`src/rtl/sequence_detector_110110.sv`:
```
// Serial pattern detector for the bit sequence 1-1-0-1-1-0 (first bit received
// is the pattern MSB). Moore machine: the match strobe is a flop that is set
// exactly when the state register enters S6. After a match the machine either
// keeps the trailing "110" as a head start (OVERLAP=1) or starts over (OVERLAP=0).
module sequence_detector_110110 #(
    parameter logic OVERLAP = 1'b1
) (
    input  logic clk,
    input  logic reset,
    input  logic din,
    output logic dout
);

    // States are named for the prefix of 110110 matched so far.
    typedef enum logic [2:0] {
        S0 = 3'd0,  // nothing matched
        S1 = 3'd1,  // "1"
        S2 = 3'd2,  // "11"
        S3 = 3'd3,  // "110"
        S4 = 3'd4,  // "1101"
        S5 = 3'd5,  // "11011"
        S6 = 3'd6   // "110110", full match
    } state_t;

    state_t state_q;
    state_t state_d;
    logic   dout_q;
    logic   dout_d;

    // Next-state logic: longest pattern prefix that is a suffix of the input seen so far.
    always_comb begin
        state_d = S0;
        case (state_q)
            S0: begin
                if (din) state_d = S1;
                else     state_d = S0;
            end
            S1: begin
                if (din) state_d = S2;
                else     state_d = S0;
            end
            S2: begin
                // "111" still ends in "11"
                if (din) state_d = S2;
                else     state_d = S3;
            end
            S3: begin
                if (din) state_d = S4;
                else     state_d = S0;
            end
            S4: begin
                if (din) state_d = S5;
                else     state_d = S0;
            end
            S5: begin
                // "110111" still ends in "11"
                if (din) state_d = S2;
                else     state_d = S6;
            end
            S6: begin
                // With overlap the match's trailing "110" behaves like S3.
                if (din) begin
                    if (OVERLAP) state_d = S4;
                    else         state_d = S1;
                end else begin
                    state_d = S0;
                end
            end
            default: begin
                // Unused code 7 recovers to idle.
                state_d = S0;
            end
        endcase
    end

    // Strobe decode: the output flop mirrors (state_q == S6), so it depends on state only.
    always_comb begin
        dout_d = 1'b0;
        if (state_d == S6) dout_d = 1'b1;
        else               dout_d = 1'b0;
    end

    // State and strobe registers; reset clears both immediately, without a clock.
    always_ff @(posedge clk or negedge reset) begin
        if (!reset) begin
            state_q <= S0;
            dout_q  <= 1'b0;
        end else begin
            state_q <= state_d;
            dout_q  <= dout_d;
        end
    end

    assign dout = dout_q;

endmodule

```
`config.mk`:
```
export PLATFORM = sky130hd
export DESIGN_NAME = sequence_detector_110110
export DESIGN_NICKNAME = d
export VERILOG_FILES = /design/src/rtl/sequence_detector_110110.sv
export SDC_FILE = /design/constraint.sdc
export NUM_CORES = 1
export LEC_CHECK = 0
export CORE_AREA = 3 3 40 42
export CTS_CLUSTER_SIZE = 20
export DETAILED_ROUTE_END_ITERATION = 6
export DIE_AREA = 0 0 43 45
export MAX_ROUTING_LAYER = met4
export PLACE_DENSITY_LB_ADDON = 0.15
export SYNTH_ARGS = -nofsm -noshare
export SYNTH_HDL_FRONTEND = slang
export SYNTH_SLANG_ARGS = --single-unit
```
`constraint.sdc`:
```
create_clock -name clk -period 1.05 [get_ports clk]
set_input_delay 0.21 -clock clk [delete_from_list [all_inputs] [get_ports clk]]
set_output_delay 0.21 -clock clk [all_outputs]
set_load 0.02 [all_outputs]
```
Word-level counts from Yosys, hierarchy flattened
Index checks and enable logic that the tools add are counted.
{"block": "classes", "n_eq_ne": 7, "mux": 8, "n_reduce_logical": 2}
{"cell": "3-bit case mux with 6 select lines", "n": 1}
{"cell": "3-bit == test (second input constant)", "n": 4}
{"cell": "3-bit 2-to-1 mux", "n": 3}
{"cell": "3-bit by 2-bit == test with 1-bit output (second input constant)", "n": 2}
{"cell": "3-bit by 1-bit == test with 1-bit output (second input constant)", "n": 1}
{"cell": "3-bit logical NOT", "n": 1}
{"cell": "1-bit 2-to-1 mux", "n": 3}
{"cell": "2-bit 2-to-1 mux", "n": 1}
{"cell": "2-bit OR reduction", "n": 1}
{"block": "word_totals", "ff_bits": 4, "inputBits": 3, "output_inout_bits": 1, "wordCells": 19}

Depth between registers and ports, before layout
Gate-level depths: netlist of run 1.
{"block": "logic_depth", "word_depth": 5, "mapped_depth": 2}

Worst setup path after synthesis of run 1
OpenSTA, ideal clock, no wires.
{"block": "synth_path", "path_kind": "register to register", "from": "reg state_q[2]", "to": "reg state_q[0]", "arrival_time_ns": 0.873, "required_time_ns": 0.973, "setup_slack_ns": 0.099, "stages_incl_launch_ff": 3, "n_path_buf": 0, "cell_sequence": "dfrtp_1 or3b_1 a21oi_1"}
{"block": "synth_between", "elab_chain_len": 3, "word_cells_on_any_way": 9}
{"item": "start, declared", "line_no": "25", "text": "state_t state_q;"}
{"item": "start signal, assigned", "line_no": "89", "text": "state_q <= state_d;"}
{"item": "3-bit == test / 3-bit by 2-bit == test with 1-bit output (equally long branches)", "line_no": "33", "text": "case (state_q)"}
{"item": "2-bit OR reduction (no line)"}
{"item": "3-bit case mux with 6 select lines *", "line_no": "33"}
{"item": "named net state_d[0]", "line_no": "26", "text": "state_t state_d;"}
Mark *: on every way through the listed nets, which the timed path passes. The rest lies on a longest branch.

Worst setup path in the final report of run 1
Ends and elaborated chain as after synthesis.

==> reports/qor.csv, run 1 <==
metric,value,unit
power.static_leakage,0.136,nW
synthTopCellsByCount,"dfrtp_1 (4), nand2b_1 (2)",
cts_sinks,4,
first_pass_iters,1,
wirelength,365,um
viasPerCell,3.60,
hold_viol_final,0,
core,1280,um^2
nets,30,
worstMarginPinSlew,0.189,ns
die-area,1940,um^2
async_flop_share,100,%
drive_gt1_share,32.0,%
yosysTopAreaCell,dfrtp_1,
ir_drop,308,uV
syn_avg_cell_area,11.1,um^2
fin_worst_skew,0.00127,ns
grt_use_total,6.02,%
seq_area_frac_synth,56.3,%
path_delay_family,flip-flops,
finalCriticalPeriod,0.998,ns
ys_warn_count,0,
htreeDepth,1,
crit_start,state_q[2],
clk_latency,0.23,ns
wl_per_cell,9.13,um
finalSetupViolCount,0,
r2r-start,state_q[2],
syn-num-nets,19,
drc,0,
end_kind,flip-flop,
cpPeakStageDelay,0.39,ns
crit_chain,"or3b_1, a21oi_1",
cp.depth,2,
report.final.slew_viol_count,0,
syn_to_final_growth,52.8,%
die_h,45,um
place_congestion,0.606,
endpoint,state_q[0],
crit_required,1.20,ns
antenna_found_initial,0,
crit_type,flip-flop to flip-flop,
synthCells,16,
netlist.area_leader.share,56.3,%
ant_nets,0,
design_area,272,um^2
ys_types,12,
cts_tree,yes,
dpl-instance-area,249,um^2
r2r_cells,2,
overflow,0,
yosys-top-cells-area,"dfrtp_1 (56%), nand2b_1 (7.0%), nand4bb_1 (6.3%)",
tritoncts.num_buffers,3,
clkSlewWorstSetupHoldPaths,0.04,ns
reg2reg_slack,0.05,ns
vias,144,
drt-initial-drc-count,0,
power_density,2170,nW/um^2
ios,4,
crit_fanout,3,
slowest_stage,dfrtp_1,
n_antenna_cell,0,
clock.fmax,1000,MHz
worst_ep_arrival_time,1.15,ns
port_buffers,3,
grt_pass1_wl,759,um
hp-class,input pin to asynchronous set/reset pin,
synth-main-ff-cell,dfrtp_1,
grt_max_degree,7,
critPathBufInv,0,
rows,13,
relSlewSlack,87.4,%
cts.path.max_buffers,2,
rsz0062_at_grt,no,
status,completed,
grt_pass1_vias,175,
ys_ff_latch,4,
syn_area,178,um^2
crit_path_start_kind,flip-flop,
final_util,21.1,%
hpwl,284,um
die_x,43,um
cap_viol_max_count,0,
initial_utilization,13.8,%
period_share,95.1,%
reg2reg_to,state_q[0],
synth.most_common_cell,dfrtp_1,
synth_edf_count,0,
cts_root_buffer,clkbuf_4,
## per-stage QoR
| step | instances | power (W) | setup TNS, ns | hold WS [ns] | setup WS [ns] |
|---|---|---|---|---|---|
| 6_report | 40 | 0.000588 | 0 | 0.186 | 0.0516 |
| 3_3_place_gp | 37 | 0.000410 | -0.768 | 0.419 | -0.219 |
| 5_1_grt | 40 | 0.000654 | 0 | 0.183 | 0.00577 |
| 2_1_floorplan | 16 | 0.000338 | 0 | -0.0856 | 0.0991 |
| 3_5_place_dp | 37 | 0.000406 | -0.722 | 0.426 | -0.204 |
| 4_1_cts | 40 | 0.000601 | 0 | 0.178 | 0.0122 |
## registers in the layout, indices dropped and copies added (netlist names)
| signal | cells |
|---|---|
| state_q | 3 |
| dout | 1 |
## layer usage
layer / part of all wire (%) / GRT usage, % / routed length (um)
met1: 43 / 5.60 / 156
met2: 55 / 8.68 / 201
met3: 1.6 / 2.39 / 6
met4: 0 / 7.23 / 0
met5: 0 / - / 0
## cell type report
| type | instances | area, um^2 |
|---|---|---|
| repair buffers | 6 | 50.0 |
| flip-flops and latches | 4 | 100 |
| fillers | 143 | 1010 |
| well taps | 15 | 18.8 |
| multi-input cells | 11 | 76.3 |
| inverters | 1 | 3.75 |
| clock buffers | 3 | 22.5 |
## logic make-up after synthesis
family	count (synthesis)	synth area share [%]
simple gates	8	31.0
flops	4	56.3
compound gates	3	10.6
buf+inv	1	2.11
## repair_timing
item | CTS | global route
buffers inserted | 0 | 0
gates resized for setup | 3 | 3
setup endpoints to repair | 1 | 3
pin swaps | 0 | 0
hold buffers | 0 | 0
endpoints found under the hold margin | 0 | 0
cloned | 0 | 0
## how the worst min path moves through the flow
stage               start          to  cells after the start
floorplan           reset        dout                      0
global placement    reset  state_q[0]                      1
detailed placement  reset        dout                      1
CTS                 reset  state_q[0]                      1
global route        reset  state_q[0]                      1
finish              reset  state_q[0]                      1
## cell usage in the layout, fill, tap and decap left out, types with 2 or more instances in the layout
master,netlist,final
nand2b_1,2,2
buf_4,0,3
dfrtp_1,4,4
clkbuf_4,0,3
## power by group
part	internal, W	total [W]	leakage (nW)	switching, W
combinational	0.0000942	0.000151	0.0696	0.0000568
clock	0.000127	0.000184	0.0138	0.0000563
sequential	0.000202	0.000254	0.0530	0.0000519
total	0.000423	0.000588	0.136	0.000165
(Power assumes the default switching activity.)
==> inputs of run 2 (changes only) <==
- SKIP_LAST_GASP: default -> 1
==> results of run 2 <==
The final DEF is identical to that of run 1; final timing and power are the same.
